<file path="src/rtl/serial_pkg.sv">
// Shared types and constants for the serial frame receiver.
// Contents:
//   rx_state_t  - receiver FSM states
//   LINE_IDLE   - idle / stop level of the serial line
package serial_pkg;

    typedef enum logic [1:0] {
        RX_IDLE,
        RX_DATA,
        RX_PARITY,
        RX_STOP
    } rx_state_t;

    localparam logic LINE_IDLE = 1'b1;

endpackage

</file>
<file path="src/rtl/serial_frame_receiver_if.sv">
// Bundle of the serial line input and the received-word output slot.
// Ports (master = receiver side):
//   bit_valid, serial_in  line bit and its qualifier (into the receiver)
//   data_out, data_valid  received word and slot-full flag (out of the receiver)
//   data_ready            consumer accept (into the receiver)
//   parity_error          parity status of the word in the slot
//   frame_error, overrun  one-cycle status pulses
//   busy                  receiver is inside a frame
interface serial_frame_receiver_if #(
    parameter int N = 4
);
    logic         bit_valid;
    logic         serial_in;
    logic [N-1:0] data_out;
    logic         data_valid;
    logic         data_ready;
    logic         parity_error;
    logic         frame_error;
    logic         overrun;
    logic         busy;

    modport master (
        input  bit_valid,
        input  serial_in,
        input  data_ready,
        output data_out,
        output data_valid,
        output parity_error,
        output frame_error,
        output overrun,
        output busy
    );

    modport slave (
        output bit_valid,
        output serial_in,
        output data_ready,
        input  data_out,
        input  data_valid,
        input  parity_error,
        input  frame_error,
        input  overrun,
        input  busy
    );
endinterface

</file>
<file path="src/rtl/rx_out_slot.sv">
// One-entry valid/ready output register for received words.
// Ports:
//   clk, rst    clock, synchronous active-high reset
//   load        a word completed this cycle
//   load_data   completed word
//   load_perr   parity status of the completed word
//   ready       consumer accept
//   data, perr  registered word and its parity status
//   valid       slot full
//   overrun     one-cycle pulse when a completed word was dropped
module rx_out_slot #(
    parameter int N = 4
) (
    input  logic         clk,
    input  logic         rst,
    input  logic         load,
    input  logic [N-1:0] load_data,
    input  logic         load_perr,
    input  logic         ready,
    output logic [N-1:0] data,
    output logic         valid,
    output logic         perr,
    output logic         overrun
);

    logic xfer;

    assign xfer = valid && ready;

    always_ff @(posedge clk) begin
        if (rst) begin
            data    <= '0;
            valid   <= 1'b0;
            perr    <= 1'b0;
            overrun <= 1'b0;
        end else begin
            overrun <= 1'b0;
            if (load) begin
                // A transfer in the same cycle frees the slot for the new word.
                if (!valid || xfer) begin
                    data  <= load_data;
                    perr  <= load_perr;
                    valid <= 1'b1;
                end else begin
                    overrun <= 1'b1;
                end
            end else if (xfer) begin
                valid <= 1'b0;
            end
        end
    end

endmodule

</file>
<file path="src/rtl/serial_frame_receiver.sv">
// Recovers LSB-first framed words from a qualified serial bit stream.
// Frame: start (0), N data bits LSB first, optional parity bit, stop (1).
// Ports:
//   clk, rst  clock, synchronous active-high reset
//   bus       serial_frame_receiver_if.master: line input, output slot
//             (data_out/data_valid/data_ready/parity_error) and status
//             (frame_error, overrun, busy)
module serial_frame_receiver
    import serial_pkg::*;
#(
    parameter int N          = 4,
    parameter bit PARITY_EN  = 1'b1,
    parameter bit PARITY_ODD = 1'b0
) (
    input  logic clk,
    input  logic rst,
    serial_frame_receiver_if.master bus
);

    localparam int CW = (N > 2) ? $clog2(N) : 1;

    rx_state_t    state;
    rx_state_t    state_nx;
    logic [CW-1:0] cnt;
    logic [N-1:0] sreg;
    logic         perr;
    logic         last_bit;
    logic         complete;
    logic         ferr_set;
    logic         frame_error_r;
    logic         busy;

    assign last_bit = (cnt == CW'(N - 1));

    // State register
    always_ff @(posedge clk) begin
        if (rst) begin
            state <= RX_IDLE;
        end else begin
            state <= state_nx;
        end
    end

    // Next-state logic; only qualified bits advance the FSM
    always_comb begin
        state_nx = state;
        if (bus.bit_valid) begin
            case (state)
                RX_IDLE:   if (bus.serial_in != LINE_IDLE) state_nx = RX_DATA;
                RX_DATA:   if (last_bit) state_nx = PARITY_EN ? RX_PARITY : RX_STOP;
                RX_PARITY: state_nx = RX_STOP;
                // A 0 stop bit returns to IDLE without being taken as a new start.
                RX_STOP:   state_nx = RX_IDLE;
                default:   state_nx = RX_IDLE;
            endcase
        end
    end

    // Output decode
    always_comb begin
        busy     = (state != RX_IDLE);
        complete = (state == RX_STOP) && bus.bit_valid && (bus.serial_in == LINE_IDLE);
        ferr_set = (state == RX_STOP) && bus.bit_valid && (bus.serial_in != LINE_IDLE);
    end

    // Counter, shift register, parity capture and frame-error pulse
    always_ff @(posedge clk) begin
        if (rst) begin
            cnt           <= '0;
            sreg          <= '0;
            perr          <= 1'b0;
            frame_error_r <= 1'b0;
        end else begin
            frame_error_r <= ferr_set;
            if (bus.bit_valid) begin
                case (state)
                    RX_IDLE: begin
                        if (bus.serial_in != LINE_IDLE) begin
                            cnt  <= '0;
                            perr <= 1'b0;
                        end
                    end
                    RX_DATA: begin
                        sreg <= {bus.serial_in, sreg[N-1:1]};
                        // Park at 0 after the last bit instead of wrapping.
                        cnt  <= last_bit ? '0 : cnt + 1'b1;
                    end
                    RX_PARITY: begin
                        perr <= ((^sreg) ^ bus.serial_in) != PARITY_ODD;
                    end
                    default: ;
                endcase
            end
        end
    end

    rx_out_slot #(.N(N)) u_slot (
        .clk       (clk),
        .rst       (rst),
        .load      (complete),
        .load_data (sreg),
        .load_perr (perr),
        .ready     (bus.data_ready),
        .data      (bus.data_out),
        .valid     (bus.data_valid),
        .perr      (bus.parity_error),
        .overrun   (bus.overrun)
    );

    assign bus.frame_error = frame_error_r;
    assign bus.busy        = busy;

endmodule

</file>
<file path="src/flat_wrapper.sv">
// flat-port wrapper written by rule: the top's interface ports become plain ports
module serial_frame_receiver_flat import serial_pkg::*;
#(
    parameter int N          = 4,
    parameter bit PARITY_EN  = 1'b1,
    parameter bit PARITY_ODD = 1'b0
)
  (clk, rst, bus_bit_valid, bus_serial_in, bus_data_ready, bus_data_out, bus_data_valid, bus_parity_error, bus_frame_error, bus_overrun, bus_busy);
  serial_frame_receiver_if #(.N(N)) bus_i ();
  input  logic clk;
  input  logic rst;
  input wire logic [$bits(bus_i.bit_valid)-1:0] bus_bit_valid;
  input wire logic [$bits(bus_i.serial_in)-1:0] bus_serial_in;
  input wire logic [$bits(bus_i.data_ready)-1:0] bus_data_ready;
  output wire logic [$bits(bus_i.data_out)-1:0] bus_data_out;
  output wire logic [$bits(bus_i.data_valid)-1:0] bus_data_valid;
  output wire logic [$bits(bus_i.parity_error)-1:0] bus_parity_error;
  output wire logic [$bits(bus_i.frame_error)-1:0] bus_frame_error;
  output wire logic [$bits(bus_i.overrun)-1:0] bus_overrun;
  output wire logic [$bits(bus_i.busy)-1:0] bus_busy;
  assign bus_i.bit_valid = bus_bit_valid;
  assign bus_i.serial_in = bus_serial_in;
  assign bus_i.data_ready = bus_data_ready;
  assign bus_data_out = bus_i.data_out;
  assign bus_data_valid = bus_i.data_valid;
  assign bus_parity_error = bus_i.parity_error;
  assign bus_frame_error = bus_i.frame_error;
  assign bus_overrun = bus_i.overrun;
  assign bus_busy = bus_i.busy;
  serial_frame_receiver #(.N(N), .PARITY_EN(PARITY_EN), .PARITY_ODD(PARITY_ODD)) u_core (.clk(clk), .rst(rst), .bus(bus_i));
endmodule
</file>
<file path="config.mk">
export PLATFORM = sky130hd
export DESIGN_NAME = serial_frame_receiver_flat
export DESIGN_NICKNAME = d
export VERILOG_FILES = /design/src/rtl/serial_pkg.sv /design/src/rtl/serial_frame_receiver_if.sv /design/src/rtl/rx_out_slot.sv /design/src/rtl/serial_frame_receiver.sv /design/src/flat_wrapper.sv
export SDC_FILE = /design/constraint.sdc
export NUM_CORES = 1
export LEC_CHECK = 0
export BUFFER_PORTS_ARGS = -buffer_cell sky130_fd_sc_hd__buf_2
export CORE_MARGIN = 2
export CORE_UTILIZATION = 50
export CTS_BUF_LIST = sky130_fd_sc_hd__clkbuf_16
export DETAILED_ROUTE_END_ITERATION = 12
export HOLD_SLACK_MARGIN = 0.12
export PLACE_DENSITY = 0.72
export SYNTH_ARGS = -nofsm -noshare
export SYNTH_HDL_FRONTEND = slang
export SYNTH_SLANG_ARGS = --single-unit
</file>
<file path="constraint.sdc">
create_clock -name clk -period 3.66 [get_ports clk]
set_clock_uncertainty 0.2 [all_clocks]
set_input_delay 0.183 -clock clk [delete_from_list [all_inputs] [get_ports clk]]
set_output_delay 0.183 -clock clk [all_outputs]
set_load 0.02 [all_outputs]
</file>
==> results.toml, run 1 <==
[run_status]
run_status = "finished, final reports clean"

[global_routing]
grt_first_pass_wirelength_mm = 2.39
grt_pass1_vias = 587
gr-usage-all-layers_pct = 16.6
initial_antenna_violation_count = 0
globalRoute.totalOverflow = 0
grt_max_degree = 19

[critical_path]
reg_to_reg_start = "u_core.state[0]$_SDFFE_PP0P_"
critical_path.startpoint = "bus_bit_valid"
critPathArrivalTime_ns = 1.86
critPathSlowestCell = "sky130_fd_sc_hd__dlygate4sd3_1"
worst_reg_to_reg_cells = 5
critical_path_class = "in2reg"
critical_path_depth = 6
worstPathBufferInverterCount = 2
cpLargestDelayFamily = "buffers and inverters"
endpoint_class_of_the_critical_path = "flip-flop"
worstPathCellList = "dlygate4sd3_1 > buf_2 > nand3_1 > nor2b_1 > mux2i_1 > nor2_1"
req_time_crit_path_ns = 3.58
crit_path_start_kind = "primary input"
critPathMaxFanout = 12
timing.critical_path.slowest_cell_delay_ns = 0.52

[clocking]
cts_tree = "yes"
clk-insertion-delay-late_ns = 0.24
cts-root-to-sink-buffers = 2
cts_num_sinks = 17
cts-htree-levels = 1
post_cts_buffers = 0
clock-root-buffer = "sky130_fd_sc_hd__clkbuf_16"
cts_hold_buffers = 5
clk_transition_reported_paths_ns = 0.05
postCtsResizedCells = 0
cts_buffers = 3

[power_and_ir_drop]
cellLeakagePower_uw = 0.000420
vdd_ir_drop_max_mv = 0.311
power_density_mw_per_mm2 = 451
total_power_uw = 451

[yosys]
synth.lib_cells_used.distinct = 28
synth-edff-count = 0
yosysSeqAreaShare_pct = 42.2
synth-main-ff-cell = "sky130_fd_sc_hd__dfxtp_1"
cell_area_synth_sq_um = 807
ys_warn_count = 0
ys_seq_elements = 17
synthDominantCellAreaShare_pct = 42.2
syn_nets = 99
mapped_cells = 87
post_synth_main_area_contributors = "sky130_fd_sc_hd__dfxtp_1 (42%), sky130_fd_sc_hd__ha_1 (11%), sky130_fd_sc_hd__mux2i_1 (7.4%)"
syn-mean-instance-area_sq_um = 9.28
ys_async_sr_fraction_pct = 0
library_cell_with_the_largest_summed_area_after_synthesis = "sky130_fd_sc_hd__dfxtp_1"

[timing]
worst-slew-pin-transition_ns = 0.571
timing_max_transition_violations_final = 0
max_freq_ghz = 0.516
timing.slew.headroom_pct = 61.9
min_period_ns = 1.94
post-route-period-util_pct = 53.0
timing_hold_violations_final = 0
grt_setup_unrepaired = "no"
timing.hold.ws_ns = 0.258
worst_slack_ns = 1.72
fin_tns_setup_ns = 0
finalSetupViolCount = 0

[floorplan]
rows = 14
floorplan.die.height_um = 44.2
core_area_sq_mm = 0.00151
chipWidth_um = 44.2
starting_density_of_the_core_pct = 53.6
io_pins = 14
fp.dieArea_sq_mm = 0.00195

[cells_and_area]
post_route_cells_drive_above_1_share_pct = 18.1
area_taken_by_multi_input_logic_gates_sq_um = 435
final_design_area_no_fill_sq_mm = 0.00100
antennaDiodeCount = 0
flow.area_growth_from_synthesis_pct = 24.0
sequential_cell_area_sq_um = 340
finish.net_count = 118
final.fill_count = 128

[worst_hold_path]
timing.hold.worst_path_depth = 2
worst_hold_path_type = "reg2reg"
holdCritStartpoint = "u_core.cnt[1]$_SDFFE_PP0P_"

[placement]
placed_area_sq_um = 872
dp_hpwl_mm = 1.00
dpl_worst_slack_ns = 1.87
port_buffers = 13
routabilityCongestion = 0.773

[drt]
drt_pre_antenna_iters = 4
detailroute.via_count = 615
wl_per_cell_um = 11.8
post_drt_via_cell_ratio = 5.08
detail_route.iter0.violations = 7
remaining_design_rule_violation_count = 0
wirelength_mm = 1.42
postRouteAntennaNets = 0

[flow_run]
max_cap_viol_count = 0
## Yosys cell counts (2+ instances only)
master and number:
sky130_fd_sc_hd__mux2i_1 6, sky130_fd_sc_hd__inv_1 3, sky130_fd_sc_hd__dfxtp_1 17, sky130_fd_sc_hd__xnor2_1 3
sky130_fd_sc_hd__and2b_1 2, sky130_fd_sc_hd__a21oi_1 7, sky130_fd_sc_hd__ha_1 7, sky130_fd_sc_hd__nor2_1 6
sky130_fd_sc_hd__nand2b_1 2, sky130_fd_sc_hd__nand2_1 10, sky130_fd_sc_hd__nand3_1 6, sky130_fd_sc_hd__nor3_1 2
## power by group
part | internal, uW | leakage [uW] | switching, uW
logic | 20.5 | 0.000240 | 27.3
registers | 189 | 0.000137 | 3.31
clock network | 145 | 0.0000423 | 66.5
## state kept, by name (all words and copies together) (netlist names)
signal / cells
u_core.state: 2
u_core.u_slot.perr: 1
u_core.u_slot.data: 4
u_core.cnt: 2
u_core.perr: 1
u_core.u_slot.valid: 1
u_core.u_slot.overrun: 1
u_core.sreg: 4
u_core.bus.frame_error: 1
## tightest hold or removal path, stage by stage, from the launching register on
cell and delay [ns]:
sky130_fd_sc_hd__dfxtp_1 0.31, sky130_fd_sc_hd__nand2_1 0.05, sky130_fd_sc_hd__a21oi_1 0.05
## placed cells by master (no fill, tap or decap), drive strengths merged, types with 3 or more instances in the layout
master       netlist  final
ha                 7      7
dfxtp             17     17
nand3              6      6
buf                3     13
a21oi              7      7
inv                3      4
clkbuf             1      3
nand2             10     10
nor2               6      6
dlygate4sd3        0      5
mux2i              6      6
xnor2              3      3
## final timing paths
path	end	slack, ns
worst min register to register	u_core.cnt[1]$_SDFFE_PP0P_	0.26
worst max-delay path	u_core.u_slot.data[1]$_SDFFE_PP0P_	1.72
worst min-delay path	u_core.cnt[1]$_SDFFE_PP0P_	0.26
worst max register to register	u_core.u_slot.data[1]$_SDFFE_PP0P_	1.86
## through the flow
stage	utilization, %	instances
CTS	66.4	121
global route	66.4	121
global placement	57.9	112
finish	66.4	121
floorplan	-	87
detailed placement	57.9	112
## layout make-up
cell class | instances | area share [%]
repair buffers | 18 | 11.5
flip-flops and latches | 17 | 34.0
inverters | 3 | 1.13
clock buffers | 3 | 7.50
well taps | 16 | 2.00
clock inverters | 1 | 0.375
multi-input cells | 63 | 43.5
## per-layer routing
metal | global-route usage [%] | vias to the layer above | routed length, um
met3 | 3.67 | 2 | 46
met4 | 7.27 | 0 | 13
li1 | - | 331 | -
met2 | 27.6 | 10 | 639
met5 | 0 | - | 0
met1 | 20.6 | 272 | 724
## kinds of logic (layout without fill, tap and decap cells)
| kind of cell | count (synthesis) | in the layout | synth area share, % |
|---|---|---|---|
| xor gates and xnor gates | 3 | 3 | 3.26 |
| AOI/OAI and AO/OA | 12 | 12 | 9.61 |
| muxes | 7 | 7 | 8.84 |
| adders and majority gates | 7 | 7 | 10.9 |
| DFF | 17 | 17 | 42.2 |
| buffers and inverters | 7 | 25 | 3.87 |
| and+or+nand+nor | 34 | 34 | 21.4 |
Note: power is estimated with default switching activity, not from simulation.
==> run 2: changes to the inputs <==
clock period = 1.8 ns   (was 3.66 ns; I/O delays follow)
==> run 2 against run 1 <==
Count of clock-buffer cells in the layout unchanged. Register-to-register slack got worse by 1.8 ns. Clock power increased by 110%. Combinational power increased by 140%. Utilization increased by 3.0 points. Flip-flop and latch count unchanged. Worst setup slack got worse by 1.6 ns. Non-clock buffer count increased by 4. Hold slack improved by 0.0054 ns. Global-route usage increased by 2.1 points. Wire length increased by 11%. Critical path depth decreased by 1. Critical path type is now reg2reg.
==> results.toml, run 2 (synthesis gave the netlist of run 1 again) <==
[run_status]
run_status = "finished, final reports clean"

[drt]
detail_route.iter0.violations = 5
drt_pre_antenna_iters = 4
remaining_design_rule_violation_count = 0
wl_per_cell_um = 12.6
postRouteAntennaNets = 0
detailroute.via_count = 650
wirelength_mm = 1.58
post_drt_via_cell_ratio = 5.20

[cells_and_area]
antennaDiodeCount = 0
layout.cells.non_filler = 125
flow.area_growth_from_synthesis_pct = 29.6
largestRegisters = "u_core.sreg (4), u_core.u_slot.data (4)"
final_util_pct = 69.4
mostFrequentLayoutCells = "sky130_fd_sc_hd__dfxtp_1 (16), sky130_fd_sc_hd__buf_2 (13), sky130_fd_sc_hd__nand2_1 (10), sky130_fd_sc_hd__a21oi_1 (7)"
finish.net_count = 122
layout_commonest_cell = "sky130_fd_sc_hd__dfxtp_1"
post_route_cells_drive_above_1_share_pct = 23.9

[timing]
max_freq_ghz = 0.588
timing_hold_violations_final = 0
timing.slew.headroom_pct = 78.1
worst-slew-pin-transition_ns = 0.329
timing_max_transition_violations_final = 0
fin_tns_setup_ns = 0
post-route-period-util_pct = 94.5
min_period_ns = 1.70
finalSetupViolCount = 0
timing.hold.ws_ns = 0.264
grt_setup_unrepaired = "no"

[critical_path]
critPathMaxFanout = 3
crit-reg2reg-capture = "u_core.u_slot.valid$_SDFFE_PP0P_"
critical_path.startpoint = "u_core.state[0]$_SDFFE_PP0P_"
setup.worst_path.end = "u_core.u_slot.valid$_SDFFE_PP0P_"
crit_path_start_kind = "flip-flop"
worstPathCellList = "buf_4 > ha_2 > nand3_1 > a21oi_1 > dlygate4sd3_1"
reg_to_reg_start = "u_core.state[0]$_SDFFE_PP0P_"
endpoint_class_of_the_critical_path = "flip-flop"
critical_path_class = "reg2reg"
r2r_setup_slack_ns = 0.1
worst_reg_to_reg_cells = 5
req_time_crit_path_ns = 1.79
timing.critical_path.slowest_cell_delay_ns = 0.55
critPathArrivalTime_ns = 1.69
critPathSlowestCell = "sky130_fd_sc_hd__dlygate4sd3_1"

[floorplan]
starting_density_of_the_core_pct = 53.6
rows = 14
core_area_sq_mm = 0.00151
floorplan.die.height_um = 44.2
io_pins = 14
chipWidth_um = 44.2
fp.dieArea_sq_mm = 0.00195

[power_and_ir_drop]
power_density_mw_per_mm2 = 903
vdd_ir_drop_max_mv = 0.473
switchingPower_uw = 212
power_frac_comb_pct = 12.2
cell_internal_pwr_uw = 732
total_power_uw = 945
cellLeakagePower_uw = 0.000444
power_frac_clock_pct = 46.7
power.switching_fraction_pct = 22.5
power.sequential.fraction_pct = 41.2

[placement]
dp_hpwl_mm = 1.02
port_buffers = 13
dp_cells = 115
routabilityCongestion = 0.760

[clocking]
clk_transition_reported_paths_ns = 0.05
cts_tree = "yes"
cts_num_sinks = 17
clock-root-buffer = "sky130_fd_sc_hd__clkbuf_16"
clk-insertion-delay-late_ns = 0.24
cts-root-to-sink-buffers = 2
cts-htree-levels = 1
cts_buffers = 3

[worst_hold_path]
worst_hold_path_type = "reg2reg"
holdCritStartpoint = "u_core.cnt[1]$_SDFFE_PP0P_"

[global_routing]
gr-usage-all-layers_pct = 18.7
grt_pass1_vias = 592
initial_antenna_violation_count = 0
globalRoute.totalOverflow = 0
grt_max_degree = 19
grt_first_pass_wirelength_mm = 2.66

[flow_run]
max_cap_viol_count = 0
[run 2: cell types whose count changed in the layout (fill, tap and decap cells not counted)]
cell and delta:
sky130_fd_sc_hd__nor2b_4 +1, sky130_fd_sc_hd__clkinv_2 +1, sky130_fd_sc_hd__dfxtp_1 -1, sky130_fd_sc_hd__dlygate4sd3_1 +1
sky130_fd_sc_hd__ha_2 +2, sky130_fd_sc_hd__ha_1 -2, sky130_fd_sc_hd__nor2b_2 -1, sky130_fd_sc_hd__buf_4 +3
sky130_fd_sc_hd__inv_1 -1, sky130_fd_sc_hd__dfxtp_2 +1
[run 2: final cells by class]
cell class,count,area [sq um]
fill,125,460
clock inverter,1,5.00
multi-input combinational,63,445
clock buffer,3,75.1
sequential,17,342
timing repair buffer,22,148
tap,16,20.0
inverter,3,11.3
[run 2: worst min-delay path by stage]
stage | to | slack (ns) | depth (start not counted)
finish | u_core.cnt[1]$_SDFFE_PP0P_ | 0.26 | 2
detailed placement | u_core.bus.frame_error$_SDFF_PP0_ | 0.17 | 2
global placement | u_core.bus.frame_error$_SDFF_PP0_ | 0.17 | 2
global route | u_core.cnt[1]$_SDFFE_PP0P_ | 0.30 | 2
floorplan | u_core.bus.frame_error$_SDFF_PP0_ | -0.03 | 1
CTS | u_core.cnt[1]$_SDFFE_PP0P_ | 0.26 | 2
[run 2: through the flow]
step	setup WS [ns]	cell area, sq um
floorplan	0.142	807
global placement	0.124	895
detailed placement	0.0762	895
CTS	0.0481	1030
global route	0.00496	1050
finish	0.0991	1050
[run 2: worst max-delay path, delay by kind of cell, from the launching register on]
| kind | cells | cell delay, ns |
|---|---|---|
| AO/OA/AOI/OAI | 1 | 0.16 |
| adder cells (fa/ha/maj) | 1 | 0.18 |
| buffers and inverters | 2 | 0.68 |
| flip-flops | 1 | 0.33 |
| AND/OR/NAND/NOR | 1 | 0.11 |
[run 2: layer usage]
metal	GRT usage (%)	share of wire (%)	wire (um)
met5	0	0	0
met4	5.45	0	0
met3	3.67	2.3	37
met2	30.9	49	773
met1	24.9	49	764
[run 2: repair_timing]
item / 4_1_cts / 5_1_grt
endpoints found under the hold margin: 17 / 0
setup endpoints to repair: 0 / 2
setup buffers: 0 / 0
hold buffers: 6 / 0
resized for setup: 0 / 4
[run 2: power groups by stage]
stage          sequential, uW  clock [uW]  combinational [uW]
3_3_place_gp              396           0                98.6
4_1_cts                   388         446                 110
5_1_grt                   389         467                 128
2_1_floorplan             397           0                69.9
3_5_place_dp              396           0                 102
6_report                  389         441                 115
==> run 3: changes to the inputs <==
ABC_AREA = 1   (was default)
==> run 3 against run 2 <==
Global-route usage decreased by 0.42 points. Sequential power rose by 5%. First-iteration DRC count grew to 2.6 times the previous value. Critical path depth decreased by 1. Via count is 9.5% higher. Die area down 0.86%. Critical path type is now in2reg. Critical endpoint is now u_core.bus.frame_error$_SDFF_PP0_. Highest routed layer is now met4.
==> results.toml, run 3 <==
[power_and_ir_drop]
power_frac_clock_pct = 43.8
power_density_mw_per_mm2 = 949
vdd_ir_drop_max_mv = 0.523
switchingPower_uw = 234
cell_internal_pwr_uw = 740
power_frac_comb_pct = 14.4
power.sequential.fraction_pct = 41.8
cellLeakagePower_uw = 0.000490
power.switching_fraction_pct = 24.0
total_power_uw = 974

[timing]
max_freq_ghz = 0.604
timing.slew.headroom_pct = 76.5
grt_setup_unrepaired = "no"
timing_max_transition_violations_final = 0
timing_hold_violations_final = 0
finalSetupViolCount = 0
worst-slew-pin-transition_ns = 0.352
timing.hold.ws_ns = 0.257
fin_tns_setup_ns = 0
post-route-period-util_pct = 92.0
min_period_ns = 1.66

[cells_and_area]
post_route_cells_drive_above_1_share_pct = 20.3
mostFrequentLayoutCells = "sky130_fd_sc_hd__nand2_1 (24), sky130_fd_sc_hd__dfxtp_1 (15), sky130_fd_sc_hd__inv_1 (14), sky130_fd_sc_hd__buf_2 (12), sky130_fd_sc_hd__a21oi_1 (9)"
final.fill_count = 120
largestRegisters = "u_core.sreg (4), u_core.u_slot.data (4)"
flow.area_growth_from_synthesis_pct = 28.3
layout_commonest_cell = "sky130_fd_sc_hd__nand2_1"
final_util_pct = 68.1
finish.net_count = 136
antennaDiodeCount = 0

[yosys]
syn_nets = 114
synth.lib_cells_used.distinct = 19
cell_area_synth_sq_um = 800
synth-edff-count = 0
ys_async_sr_fraction_pct = 0
synthDominantCellAreaShare_pct = 42.6
yosysSeqAreaShare_pct = 42.6
ys_seq_elements = 17
post_synth_main_area_contributors = "sky130_fd_sc_hd__dfxtp_1 (43%), sky130_fd_sc_hd__nand2_1 (11%), sky130_fd_sc_hd__ha_1 (11%)"
syn-mean-instance-area_sq_um = 7.84
post-synth-top-count-cell = "sky130_fd_sc_hd__nand2_1"
mapped_cells = 102
ys_warn_count = 0
yosys-top-cells-count = "sky130_fd_sc_hd__nand2_1 (24), sky130_fd_sc_hd__dfxtp_1 (17), sky130_fd_sc_hd__inv_1 (13)"
synth-main-ff-cell = "sky130_fd_sc_hd__dfxtp_1"
library_cell_with_the_largest_summed_area_after_synthesis = "sky130_fd_sc_hd__dfxtp_1"

[placement]
dp_hpwl_um = 994
routabilityCongestion = 0.788
port_buffers = 13

[floorplan]
chipWidth_um = 44.0
floorplan.die.height_um = 44.0
io_pins = 14
core_area_sq_mm = 0.00151
fp.dieArea_sq_mm = 0.00193
starting_density_of_the_core_pct = 53.1
rows = 14

[clocking]
clk_transition_reported_paths_ns = 0.05
clock-root-buffer = "sky130_fd_sc_hd__clkbuf_16"
clk-insertion-delay-late_ns = 0.24
cts_buffers = 3
cts-root-to-sink-buffers = 2
cts-htree-levels = 1
cts_tree = "yes"
cts_num_sinks = 17

[worst_hold_path]
worst_hold_path_type = "reg2reg"

[drt]
detailroute.via_count = 712
drt_pre_antenna_iters = 5
wl_per_cell_um = 11.1
remaining_design_rule_violation_count = 0
wirelength_mm = 1.54
postRouteAntennaNets = 0
detail_route.iter0.violations = 13
post_drt_via_cell_ratio = 5.12

[global_routing]
globalRoute.totalOverflow = 0
grt_pass1_vias = 648
grt_max_degree = 18
grt_first_pass_wirelength_mm = 2.61
gr-usage-all-layers_pct = 18.3
initial_antenna_violation_count = 0

[run_status]
run_status = "finished, final reports clean"

[critical_path]
crit_path_start_kind = "primary input"
critPathArrivalTime_ns = 1.59
critical_path_class = "in2reg"
endpoint_class_of_the_critical_path = "flip-flop"
critPathMaxFanout = 17
req_time_crit_path_ns = 1.73

[flow_run]
max_cap_viol_count = 0
run 3: cell count changes after synthesis, sizes merged, moves of 3 or more:
cell,change
mux2i,-6
nor2,+3
a211oi,+6
inv,+11
nand2,+15
xnor2,-3
run 3: per-layer routing:
metal  track usage [%]  wire, um  share of wire, %  up-vias
met1              22.6       739                48      324
met5                 0         0                 0        -
met2              30.9       725                47       16
met4              7.27        10              0.65        0
met3              3.75        68               4.4        2
li1                  -         -                 -      370
run 3: through the flow:
| step | setup WS, ns | cell area (sq um) | cells |
|---|---|---|---|
| 5_1_grt | 0.0657 | 1030 | 139 |
| 3_5_place_dp | 0.183 | 875 | 129 |
| 3_3_place_gp | 0.284 | 875 | 129 |
| 4_1_cts | 0.0513 | 1020 | 140 |
| 2_1_floorplan | 0.338 | 800 | 102 |
| 6_report | 0.145 | 1030 | 139 |
run 3: final timing paths:
| check | startpoint | to | slack [ns] | cells after the start |
|---|---|---|---|---|
| worst max register to register | u_core.state[0]$_SDFFE_PP0P_ | u_core.cnt[1]$_SDFFE_PP0P_ | 0.22 | 7 |
| worst min register to register | u_core.u_slot.perr$_SDFFE_PP0P_ | u_core.u_slot.perr$_SDFFE_PP0P_ | 0.26 | 2 |
| worst min-delay path | u_core.u_slot.perr$_SDFFE_PP0P_ | u_core.u_slot.perr$_SDFFE_PP0P_ | 0.26 | 2 |
| worst max-delay path | rst | u_core.bus.frame_error$_SDFF_PP0_ | 0.14 | 4 |
run 3: power by group through the flow:
stage / logic [uW] / registers [uW] / clock network (uW)
finish: 140 / 407 / 427
global route: 159 / 408 / 452
CTS: 138 / 405 / 436
detailed placement: 128 / 412 / 0
global placement: 126 / 411 / 0
floorplan: 98.3 / 411 / 0
run 3: final cells by class:
| type | count | area (sq um) | area share [%] |
|---|---|---|---|
| multi-input cells | 68 | 393 | 38.3 |
| flip-flops and latches | 17 | 343 | 33.4 |
| repair buffers | 19 | 130 | 12.7 |
| clock buffers | 3 | 75.1 | 7.32 |
| inverters | 15 | 61.3 | 5.98 |
| well taps | 16 | 20.0 | 1.95 |
| clock inverters | 1 | 3.75 | 0.366 |
run 3: what timing repair did:
| item | 4_1_cts | 5_1_grt |
|---|---|---|
| resized for setup | 0 | 5 |
| endpoints found under the setup margin | 0 | 2 |
| hold endpoints to repair | 17 | 0 |
| hold buffers | 7 | 0 |
| setup buffers | 0 | 0 |
run 3: logic make-up (layout without fill, tap and decap cells):
family | Yosys count | in the layout | share of synthesized area [%]
compound gates | 18 | 18 | 14.7
buf+inv | 17 | 38 | 8.92
simple gates | 42 | 42 | 21.8
fa+ha+maj | 7 | 7 | 11.0
flops | 17 | 17 | 42.6
xor+xnor | 1 | 1 | 1.10
run 3: critical path, stage by stage:
cell,delay [ns]
sky130_fd_sc_hd__dlygate4sd3_1,0.52
sky130_fd_sc_hd__buf_2,0.32
sky130_fd_sc_hd__nor3_1,0.10
sky130_fd_sc_hd__dlygate4sd3_1,0.56
